[config.mk]
export PLATFORM = sky130hd
export DESIGN_NAME = can_clic_ctrl
export DESIGN_NICKNAME = d
export VERILOG_FILES = /design/src/rtl/can_clic_ctrl_pkg.sv /design/src/rtl/can_clic_arb.sv /design/src/rtl/can_clic_ctrl.sv
export SDC_FILE = /design/constraint.sdc
export NUM_CORES = 1
export LEC_CHECK = 0
export ABC_AREA = 1
export CORE_MARGIN = 5
export CORE_UTILIZATION = 33
export CTS_CLUSTER_SIZE = 10
export DETAILED_ROUTE_END_ITERATION = 6
export SLEW_MARGIN = 5
export SYNTH_ARGS = -nofsm -noshare
export SYNTH_HDL_FRONTEND = slang
export SYNTH_SLANG_ARGS = --single-unit
[constraint.sdc]
create_clock -name clk -period 5.1 [get_ports clk]
set_clock_uncertainty 0.1 [all_clocks]
set_input_delay 0.765 -clock clk [delete_from_list [all_inputs] [get_ports clk]]
set_output_delay 0.765 -clock clk [all_outputs]
set_load 0.02 [all_outputs]
[src/rtl/can_clic_ctrl_pkg.sv]
`default_nettype none
// ============================================================================
// Module   : can_clic_ctrl_pkg
// Purpose  : Shared types and constants for the CLIC interrupt controller:
//            default line count / priority width, the priority and index
//            types, the packed per-line entry array and the controller state.
// Revision : 1.0 - initial release
// ============================================================================
package can_clic_ctrl_pkg;

    localparam int N_IRQ  = 4;
    localparam int PRIO_W = 3;
    localparam int DEPTH  = 4;
    localparam int IDX_W  = (N_IRQ > 1) ? $clog2(N_IRQ) : 1;

    typedef logic [PRIO_W-1:0]       Prio;
    typedef logic [IDX_W-1:0]        Index;
    typedef Prio [N_IRQ-1:0]         Entries;

    typedef enum logic [0:0] {
        IDLE = 1'b0,
        REQ  = 1'b1
    } CtrlState;

endpackage : can_clic_ctrl_pkg
`default_nettype wire

[src/rtl/can_clic_arb.sv]
`default_nettype none
// ============================================================================
// Module   : can_clic_arb
// Purpose  : Combinational maximum-priority finder. An entry of 0 never
//            wins; ties resolve to the lowest line index.
// Ports    : i_entries      per-line effective priority (0 = not requesting)
//            o_is_interrupt winner priority is nonzero
//            o_index        winning line
//            o_prio         winning priority
// Revision : 1.0 - initial release
// ============================================================================
module can_clic_arb #(
    parameter int N_IRQ  = 4,
    parameter int PRIO_W = 3,
    parameter int ID_W   = (N_IRQ > 1) ? $clog2(N_IRQ) : 1
) (
    input  logic [N_IRQ-1:0][PRIO_W-1:0] i_entries,
    output logic                         o_is_interrupt,
    output logic [ID_W-1:0]              o_index,
    output logic [PRIO_W-1:0]            o_prio
);

    logic [PRIO_W-1:0] w_best;
    logic [ID_W-1:0]   w_idx;

    // Strict '>' while scanning upward keeps the lowest index on ties.
    always_comb begin
        w_best = '0;
        w_idx  = '0;
        for (int i = 0; i < N_IRQ; i++) begin
            if (i_entries[i] > w_best) begin
                w_best = i_entries[i];
                w_idx  = ID_W'(i);
            end
        end
    end

    assign o_is_interrupt = (w_best != '0);
    assign o_index        = w_idx;
    assign o_prio         = w_best;

endmodule : can_clic_arb
`default_nettype wire

[src/rtl/can_clic_ctrl.sv]
`default_nettype none
// ============================================================================
// Module   : can_clic_ctrl
// Purpose  : Sequential CLIC controller. Keeps per-line pending/enable/
//            priority state and a running threshold, raises one request at a
//            time to the core via req/ack, and nests handler levels on a
//            threshold stack (ack pushes, done_i pops).
// Ports    : clk, reset (sync, active high)
//            irq_i                       per-line set pulses
//            cfg_we_i/idx/prio/en        per-line configuration write
//            irq_req_o/id_o/prio_o       request to core, held until ack
//            irq_ack_i                   core accepts request
//            done_i                      handler return
//            level_o                     current threshold
//            err_o                       sticky error (CAN_CLIC_ERR_EN only)
// Config   : define CAN_CLIC_ERR_EN to add err_o (pop on empty stack, or an
//            eligible interrupt blocked by a full stack).
// Revision : 1.0 - initial release
// ============================================================================
module can_clic_ctrl #(
    parameter int N_IRQ  = can_clic_ctrl_pkg::N_IRQ,
    parameter int PRIO_W = can_clic_ctrl_pkg::PRIO_W,
    parameter int DEPTH  = can_clic_ctrl_pkg::DEPTH
) (
    input  logic                       clk,
    input  logic                       reset,
    input  logic [N_IRQ-1:0]           irq_i,
    input  logic                       cfg_we_i,
    input  logic [$clog2(N_IRQ)-1:0]   cfg_idx_i,
    input  logic [PRIO_W-1:0]          cfg_prio_i,
    input  logic                       cfg_en_i,
    output logic                       irq_req_o,
    output logic [$clog2(N_IRQ)-1:0]   irq_id_o,
    output logic [PRIO_W-1:0]          irq_prio_o,
    input  logic                       irq_ack_i,
    input  logic                       done_i,
`ifdef CAN_CLIC_ERR_EN
    output logic                       err_o,
`endif
    output logic [PRIO_W-1:0]          level_o
);

    import can_clic_ctrl_pkg::*;

    localparam int ID_W  = $clog2(N_IRQ);
    localparam int CNT_W = $clog2(DEPTH + 1);
    localparam int SP_W  = (DEPTH > 1) ? $clog2(DEPTH) : 1;

    localparam logic [0:0]       c_idle = IDLE;
    localparam logic [0:0]       c_req  = REQ;
    localparam logic [CNT_W-1:0] c_full = CNT_W'(DEPTH);

    logic [0:0]                   r_state;
    logic [N_IRQ-1:0]             r_pend;
    logic [N_IRQ-1:0]             r_en;
    logic [N_IRQ-1:0][PRIO_W-1:0] r_prio;
    logic [PRIO_W-1:0]            r_thr;
    logic [PRIO_W-1:0]            r_stack [DEPTH];
    logic [CNT_W-1:0]             r_cnt;
    logic [ID_W-1:0]              r_id;
    logic [PRIO_W-1:0]            r_oprio;

    logic [N_IRQ-1:0][PRIO_W-1:0] w_entries;
    logic                         w_is_int;
    logic [ID_W-1:0]              w_win_idx;
    logic [PRIO_W-1:0]            w_win_prio;
    logic                         w_ack;
    logic                         w_pop;
    logic                         w_full;
    logic                         w_eligible;
    logic [N_IRQ-1:0]             w_pend_nxt;
    logic [SP_W-1:0]              w_wr_ptr;
    logic [SP_W-1:0]              w_rd_ptr;

    for (genvar g = 0; g < N_IRQ; g++) begin : g_entries
        assign w_entries[g] = (r_pend[g] && r_en[g]) ? r_prio[g] : '0;
    end

    can_clic_arb #(
        .N_IRQ  (N_IRQ),
        .PRIO_W (PRIO_W),
        .ID_W   (ID_W)
    ) u_arb (
        .i_entries      (w_entries),
        .o_is_interrupt (w_is_int),
        .o_index        (w_win_idx),
        .o_prio         (w_win_prio)
    );

    assign w_ack      = (r_state == c_req) && irq_ack_i;
    assign w_pop      = done_i && (r_cnt != '0);
    assign w_full     = (r_cnt == c_full);
    assign w_eligible = (r_state == c_idle) && w_is_int && (w_win_prio > r_thr);

    // Push only happens below full and pop only above empty, so the low
    // bits of the count always address a valid slot.
    assign w_wr_ptr = r_cnt[SP_W-1:0];
    assign w_rd_ptr = SP_W'(r_cnt - 1'b1);

    // A new set pulse wins over the ack-driven clear on the same line.
    always_comb begin
        w_pend_nxt = r_pend;
        if (w_ack) begin
            w_pend_nxt[r_id] = 1'b0;
        end
        w_pend_nxt = w_pend_nxt | irq_i;
    end

    always_ff @(posedge clk) begin
        if (reset) begin
            r_state <= c_idle;
            r_pend  <= '0;
            r_en    <= '0;
            r_prio  <= '0;
            r_thr   <= '0;
            r_cnt   <= '0;
            r_id    <= '0;
            r_oprio <= '0;
            for (int i = 0; i < DEPTH; i++) begin
                r_stack[i] <= '0;
            end
        end else begin
            r_pend <= w_pend_nxt;

            if (cfg_we_i) begin
                r_prio[cfg_idx_i] <= cfg_prio_i;
                r_en[cfg_idx_i]   <= cfg_en_i;
            end

            // Simultaneous done+ack: the popped level would be pushed right
            // back, so the stack is left untouched and only the level moves.
            if (w_ack && w_pop) begin
                r_thr <= r_oprio;
            end else if (w_ack) begin
                r_stack[w_wr_ptr] <= r_thr;
                r_cnt             <= r_cnt + 1'b1;
                r_thr             <= r_oprio;
            end else if (w_pop) begin
                r_thr <= r_stack[w_rd_ptr];
                r_cnt <= r_cnt - 1'b1;
            end

            case (r_state)
                c_idle: begin
                    if (w_eligible && !w_full) begin
                        r_state <= c_req;
                        r_id    <= w_win_idx;
                        r_oprio <= w_win_prio;
                    end
                end
                c_req: begin
                    if (irq_ack_i) begin
                        r_state <= c_idle;
                    end
                end
                default: r_state <= c_idle;
            endcase
        end
    end

`ifdef CAN_CLIC_ERR_EN
    logic r_err;

    always_ff @(posedge clk) begin
        if (reset) begin
            r_err <= 1'b0;
        end else if ((done_i && (r_cnt == '0)) || (w_eligible && w_full)) begin
            r_err <= 1'b1;
        end
    end

    assign err_o = r_err;
`endif

    assign irq_req_o  = (r_state == c_req);
    assign irq_id_o   = r_id;
    assign irq_prio_o = r_oprio;
    assign level_o    = r_thr;

endmodule : can_clic_ctrl
`default_nettype wire

# After elaboration in Yosys (flattened, before gate mapping)
# Memories as Yosys holds them, arrays and structs flattened.
# Cells that the tools add are included.
[op_classes]
add_sub_neg = 2
mul = 0
div_mod_pow = 0
n_lt_le_gt_ge = 9
n_eq_ne = 1
shift = 0
mux = 37
bitwise_logic = 5
reduce_logical = 20
[op_table]
columns = ["cell", "n"]
rows = [
  ["$mux 3", 15],
  ["$bwmux 12", 1],
  ["$gt 3x3->1", 4],
  ["$logic_and 1x1->1", 12],
  ["$mux 1", 12],
  ["$reduce_bool 3->1", 3],
  ["$demux 3 s2", 1],
  ["$lt 2x3->1 const B", 2],
  ["$mux 2", 3],
  ["$and 4x4->4", 1],
  ["$bwmux 4", 1],
  ["$demux 1 s2", 2],
  ["$ge 2x1->1 const B", 2],
  ["$mux 4", 1],
  ["$not 4->4", 1],
  ["$or 4x4->4", 1],
  ["$reduce_and 2->1", 2],
  ["$add 3x1->3 const B", 1],
  ["$eq 3x3->1 const B", 1],
  ["$gt 3x1->1 const B", 1],
  ["$reduce_or 3->1", 1],
  ["$sub 3x1->3 const B", 1],
  ["$not 1->1", 2],
  ["$pmux 1 s2", 1],
  ["other kinds (2)", 2],
]
[totals]
register_bits = 32
latch_bits = 0
ramBits = 12
mem_bits_ro = 0
input_bits = 15
output_inout_bits = 9
wordCells = 86
memories = 1
[memory_table]
columns = ["memory", "words", "word_bits", "rd", "rd_clocked_by_memory_dff", "write_ports", "line_no", "text"]
rows = [
  ["r_stack", 4, 3, 1, 0, 4, "can_clic_ctrl.sv:58", "logic [PRIO_W-1:0] r_stack [DEPTH];"],
]

# Depth between registers and ports, before layout
[depth]
word_depth = 16
depth_mapped = 33
ltp_nobuf = 33

# Cells and area by module
# A second synthesis with hierarchy kept.
[hier_totals]
hier_cells = 337
area_unflattened_um2 = 2514.9
[modules_own_cells]
columns = ["module", "instances", "cells_per_inst", "area_each_um2", "seq_area_each_um2"]
rows = [
  ["can_clic_ctrl", 1, 270, 2103.3, 1001.0],
  ["can_clic_arb", 1, 67, 411.6, 0.0],
]

# Worst setup path before layout
# OpenSTA, ideal clock, no wires.
[synth_path]
path_kind = "register to register"
start = "register r_pend[1]"
end = "register r_oprio[0], in the netlist irq_prio_o[0]"
setup_time_ns = 0.116
arrival_time_ns = 3.998
required_ns = 4.884
setup_slack_ns = 0.886
path_stages_with_launch = 31
n_path_buf = 0
period_less_slack_ns = 4.214
cell_sequence = "dfxtp_1 nand2_1 nor2_1 ha_1 a21oi_2 nand2_2 nand3_1 nand2_1 ha_1 nand2_1 o21ai_2 nand2_2 inv_2 nand2_1 and2_1 ha_1 nand3b_1 nand3_1 nand2_4 inv_1 o21ai_1 nand2_2 inv_1 ha_1 nand2_1 o21ai_1 nand3_1 nor2_2 nand3_2 a31oi_1 nor2_1"
[synth_via]
elab_chain_len = 13
elab_cells_between_ends = 14
cone_classes = "order compare: 4; mux: 4; reduce/logical: 6"
[synth_rtl]
columns = ["item", "line_no", "text"]
rows = [
  ["start, declared", "can_clic_ctrl.sv:54", "logic [N_IRQ-1:0] r_pend;"],
  ["start signal, assigned", "can_clic_ctrl.sv:123", "r_pend <= w_pend_nxt;"],
  ["$logic_and 1x1->1 *", "can_clic_ctrl.sv:76", "assign w_entries[g] = (r_pend[g] && r_en[g]) ? r_prio[g] : '0;"],
  ["$mux 3 *", "can_clic_ctrl.sv:76", ""],
  ["$gt 3x3->1", "can_clic_arb.sv:31", "if (i_entries[i] > w_best) begin"],
  ["$mux 3 *", "can_clic_arb.sv:31", ""],
  ["$gt 3x3->1", "can_clic_arb.sv:31", ""],
  ["$mux 3 *", "can_clic_arb.sv:31", ""],
  ["$gt 3x3->1", "can_clic_arb.sv:31", ""],
  ["$mux 3 *", "can_clic_arb.sv:31", ""],
  ["named net u_arb.o_prio[1]", "can_clic_arb.sv:20", "output logic [PRIO_W-1:0] o_prio"],
  ["branches (longest 2 deep; another with $gt 3x3->1)", "-", ""],
  ["$logic_and 1x1->1 *", "can_clic_ctrl.sv:93", "assign w_eligible = (r_state == c_idle) && w_is_int && (w_win_prio > r_thr);"],
  ["$logic_and 1x1->1 *", "can_clic_ctrl.sv:145", "if (w_eligible && !w_full) begin"],
  ["$reduce_and 2->1 (no line) *", "-", ""],
  ["end signal, assigned", "can_clic_ctrl.sv:148", "r_oprio <= w_win_prio;"],
  ["end, declared", "can_clic_ctrl.sv:61", "logic [PRIO_W-1:0] r_oprio;"],
]
# Mark *: on every way through the listed nets, which the timed path passes.
# A chain may end at the register's enable or synchronous reset.

# Worst setup path in the final report
[layout_path]
start = "register r_en[1]"
end = "register r_oprio[0], in the netlist irq_prio_o[0]"
[layout_via]
elab_chain_len = 13
elab_cells_between_ends = 14
cone_classes = "order compare: 4; mux: 4; reduce/logical: 6"
[layout_rtl]
columns = ["item", "line_no", "text"]
rows = [
  ["start, declared", "can_clic_ctrl.sv:55", "logic [N_IRQ-1:0] r_en;"],
  ["start signal, assigned by index", "can_clic_ctrl.sv:127", "r_en[cfg_idx_i] <= cfg_en_i;"],
  ["$logic_and 1x1->1 *", "can_clic_ctrl.sv:76", ""],
  ["$mux 3 *", "can_clic_ctrl.sv:76", ""],
  ["$gt 3x3->1", "can_clic_arb.sv:31", ""],
  ["$mux 3 *", "can_clic_arb.sv:31", ""],
  ["$gt 3x3->1", "can_clic_arb.sv:31", ""],
  ["$mux 3 *", "can_clic_arb.sv:31", ""],
  ["$gt 3x3->1", "can_clic_arb.sv:31", ""],
  ["$mux 3 *", "can_clic_arb.sv:31", ""],
  ["named net u_arb.o_prio[2]", "can_clic_arb.sv:20", ""],
  ["branches (longest 2 deep; another with $gt 3x3->1)", "-", ""],
  ["$logic_and 1x1->1 *", "can_clic_ctrl.sv:93", ""],
  ["$logic_and 1x1->1 *", "can_clic_ctrl.sv:145", ""],
  ["$reduce_and 2->1 (no line) *", "-", ""],
]
# Marks and branches as above.

==> results.md <==
- Post-Synthesis Cells: 313
- Remaining global-route overflow: 0
- Worst Setup SP: r_en[1]
- HP Class: register to register
- Worst R2R Setup Slack: 0.44 ns
- Worst reg2reg path startpoint: r_en[1]
- Wire per inst: 13.0 um
- Post-DP HPWL: 4380 um
- Seq cells post-synth: 44
- FF-to-FF path depth: 29
- Post-CTS Setup Inserts: 0
- Avg Vias per Cell: 4.78
- Count leader, synth: nor2_1
- DR vias: 2090
- Initial Utilization: 0.338
- CTS Buffer Depth: 2
- Clk slew on worst S/H paths: 0.09 ns
- Hold Vio Cnt, Final: 0
- Static leakage: 1.27 nW
- N_diodes: 0
- Clk Latency, worst-skew pair: 0.30 ns
- Period Utilization, post-route: 0.913
- FF-to-FF End: irq_prio_o[0]
- Design area: 2890 um2
- Worst-path fanout max: 6
- Post_cts resized: 0
- Hold Crit Start: r_prio[9]
- Antenna violations before repair: 0
- CTS Sinks: 44
- Clock root cell: clkbuf_8
- Endpoint class of the critical path: register
- Die ar.: 9210 um2
- Non-filler cells, final: 437
- Setup TNS after final layout: 0 ns
- Die span in y: 96.0 um
- Final slew viol count: 0
- Pre-antenna DRT Iters: 4
- GRT Total Usage: 0.133
- Max Clk Rate: 215 MHz
- # IOs: 24
- CP startpoint kind: register
- Top_reg_cell synth: dfxtp_1
- Worst stage delay on the critical path: 0.39 ns
- Vias in the first global route: 2115
- Largest net degree at the start of global routing: 31
- Total Nets Final: 370
- DR iter-0 viols: 110
- Worst Tran Pin Value: 0.854 ns
- TritonCTS buffer count: 5
- Cell row count: 31
- Hold endpoint: r_prio[9]
- Die W: 96.0 um
- Syn_area_per_cell: 7.79 um2
- Top cells by area, synth: dfxtp_1, edfxtp_1, ha_1
- Depth of the worst hold-timing path: 2
- Post-Syn Nets: 346
- Mapped cell area: 2440 um2
- Relative slew slack: 0.430
- RSZ-0062 raised after global routing: no
- Smallest hold slack: 0.370 ns
- Critical Path AT: 4.74 ns
- Final WL: 5680 um
- Port buffer count: 23
- Synth warn: 0
- Status: completed
- CP max stage cell: dfxtp_1
- Final min period: 4.66 ns
- Number of synthesized flops with an enable pin: 12
- Hold_buf cts: 0
- RD Place Congestion: 0.809
- Top cells by count, synth: nor2_1, inv_1, nand2_1, dfxtp_1, o21ai_0
- Max-Cap Viols: 0
- Layout area overhead: 18.6%
- H-tree depth: 2
- Placed cell count: 429
- Sequential share of the synthesized area: 0.410
- Share of layout cells above drive strength 1: 0.101
- Max VDD drop: 126 uV
- Crit Path Class: register to register
- Post-synth cell types: 29
- First-pass GRT wire length: 9600 um
- Placed cell areas: 2770 um2
- DRC viols: 0
- WP data required: 5.18 ns
- Detail Route Antenna Nets: 0
- Final setup violating endpoints: 0
- Top-area cell type share of the netlist area: 0.263
- Power per cell area: 399 nW/um2
- Synth area leader: dfxtp_1
- Ys async rst share: 0
- Top cell by count, worst path: nand2_1
- Clock tree from TritonCTS: yes
- Core Footprint: 7210 um2
per-layer routing:
layer | up-vias | track usage | share of wire
met3 | 2 | 0.0274 | 0.035
li1 | 1092 | - | -
met1 | 965 | 0.172 | 0.49
met4 | 0 | 0.0391 | 0.0070
met5 | - | 0 | 0
met2 | 31 | 0.225 | 0.47
power breakdown:
| part | internal (W) | switching [W] | leakage, nW |
|---|---|---|---|
| registers | 0.000403 | 0.0000465 | 0.386 |
| clock network | 0.000148 | 0.000129 | 0.0548 |
| logic | 0.000166 | 0.000261 | 0.829 |
| total | 0.000717 | 0.000436 | 1.27 |
logic make-up after synthesis:
group / after synthesis / synth area share
AND/OR/NAND/NOR: 133 / 0.263
AO/OA/AOI/OAI: 68 / 0.155
adder cells (fa/ha/maj): 18 / 0.0924
buffers and inverters: 50 / 0.0790
flip-flops: 44 / 0.410
worst max-delay path by stage:
stage	endpoint	cells after the start
6_report	irq_prio_o[0]	29
5_1_grt	irq_prio_o[0]	29
4_1_cts	irq_id_o[0]	29
3_5_place_dp	irq_prio_o[0]	28
3_3_place_gp	irq_prio_o[0]	30
2_1_floorplan	irq_prio_o[0]	30
cells in the final DEF (no fill, tap or decap), types with 12 or more instances in the layout:
master | netlist | final
dfxtp_1 | 32 | 31
nand3_1 | 21 | 20
nand2_1 | 35 | 35
nor2_1 | 46 | 46
clkdlybuf4s50_1 | 0 | 23
inv_1 | 42 | 42
a21oi_1 | 26 | 26
o21ai_0 | 27 | 27
edfxtp_1 | 12 | 12
ha_1 | 18 | 18
cell type report:
| type | instances | area, um2 |
|---|---|---|
| Clock inverter | 3 | 46.3 |
| Fill cell | 767 | 4320 |
| Timing Repair Buffer | 23 | 230 |
| Tap cell | 99 | 124 |
| Clock buffer | 5 | 68.8 |
| Multi-Input combinational cell | 219 | 1250 |
| Sequential cell | 44 | 1000 |
| Inverter | 44 | 165 |
per-stage QoR:
step	utilization	setup slack, ns	power, W
4_1_cts	0.399	0.403	0.00116
3_5_place_dp	0.383	0.426	0.000874
6_report	0.401	0.444	0.00115
5_1_grt	0.401	0.0383	0.00124
3_3_place_gp	0.383	0.600	0.000868
2_1_floorplan	-	0.886	0.000743
registers in the layout, indices dropped and copies added (netlist names):
register,count
irq_prio_o,3
r_prio,12
irq_req_o,1
r_stack,12
irq_id_o,2
r_cnt,3
level_o,3
r_pend,4
r_en,4
worst max-delay path: cells and delay by family, from the launching register on:
family	cells	cell delay, ns
adders and majority gates	4	1.17
and+or+nand+nor	18	1.96
buffers and inverters	3	0.20
DFF	1	0.39
AOI/OAI and AO/OA	4	0.72
Note: power is estimated with default switching activity, not from simulation.
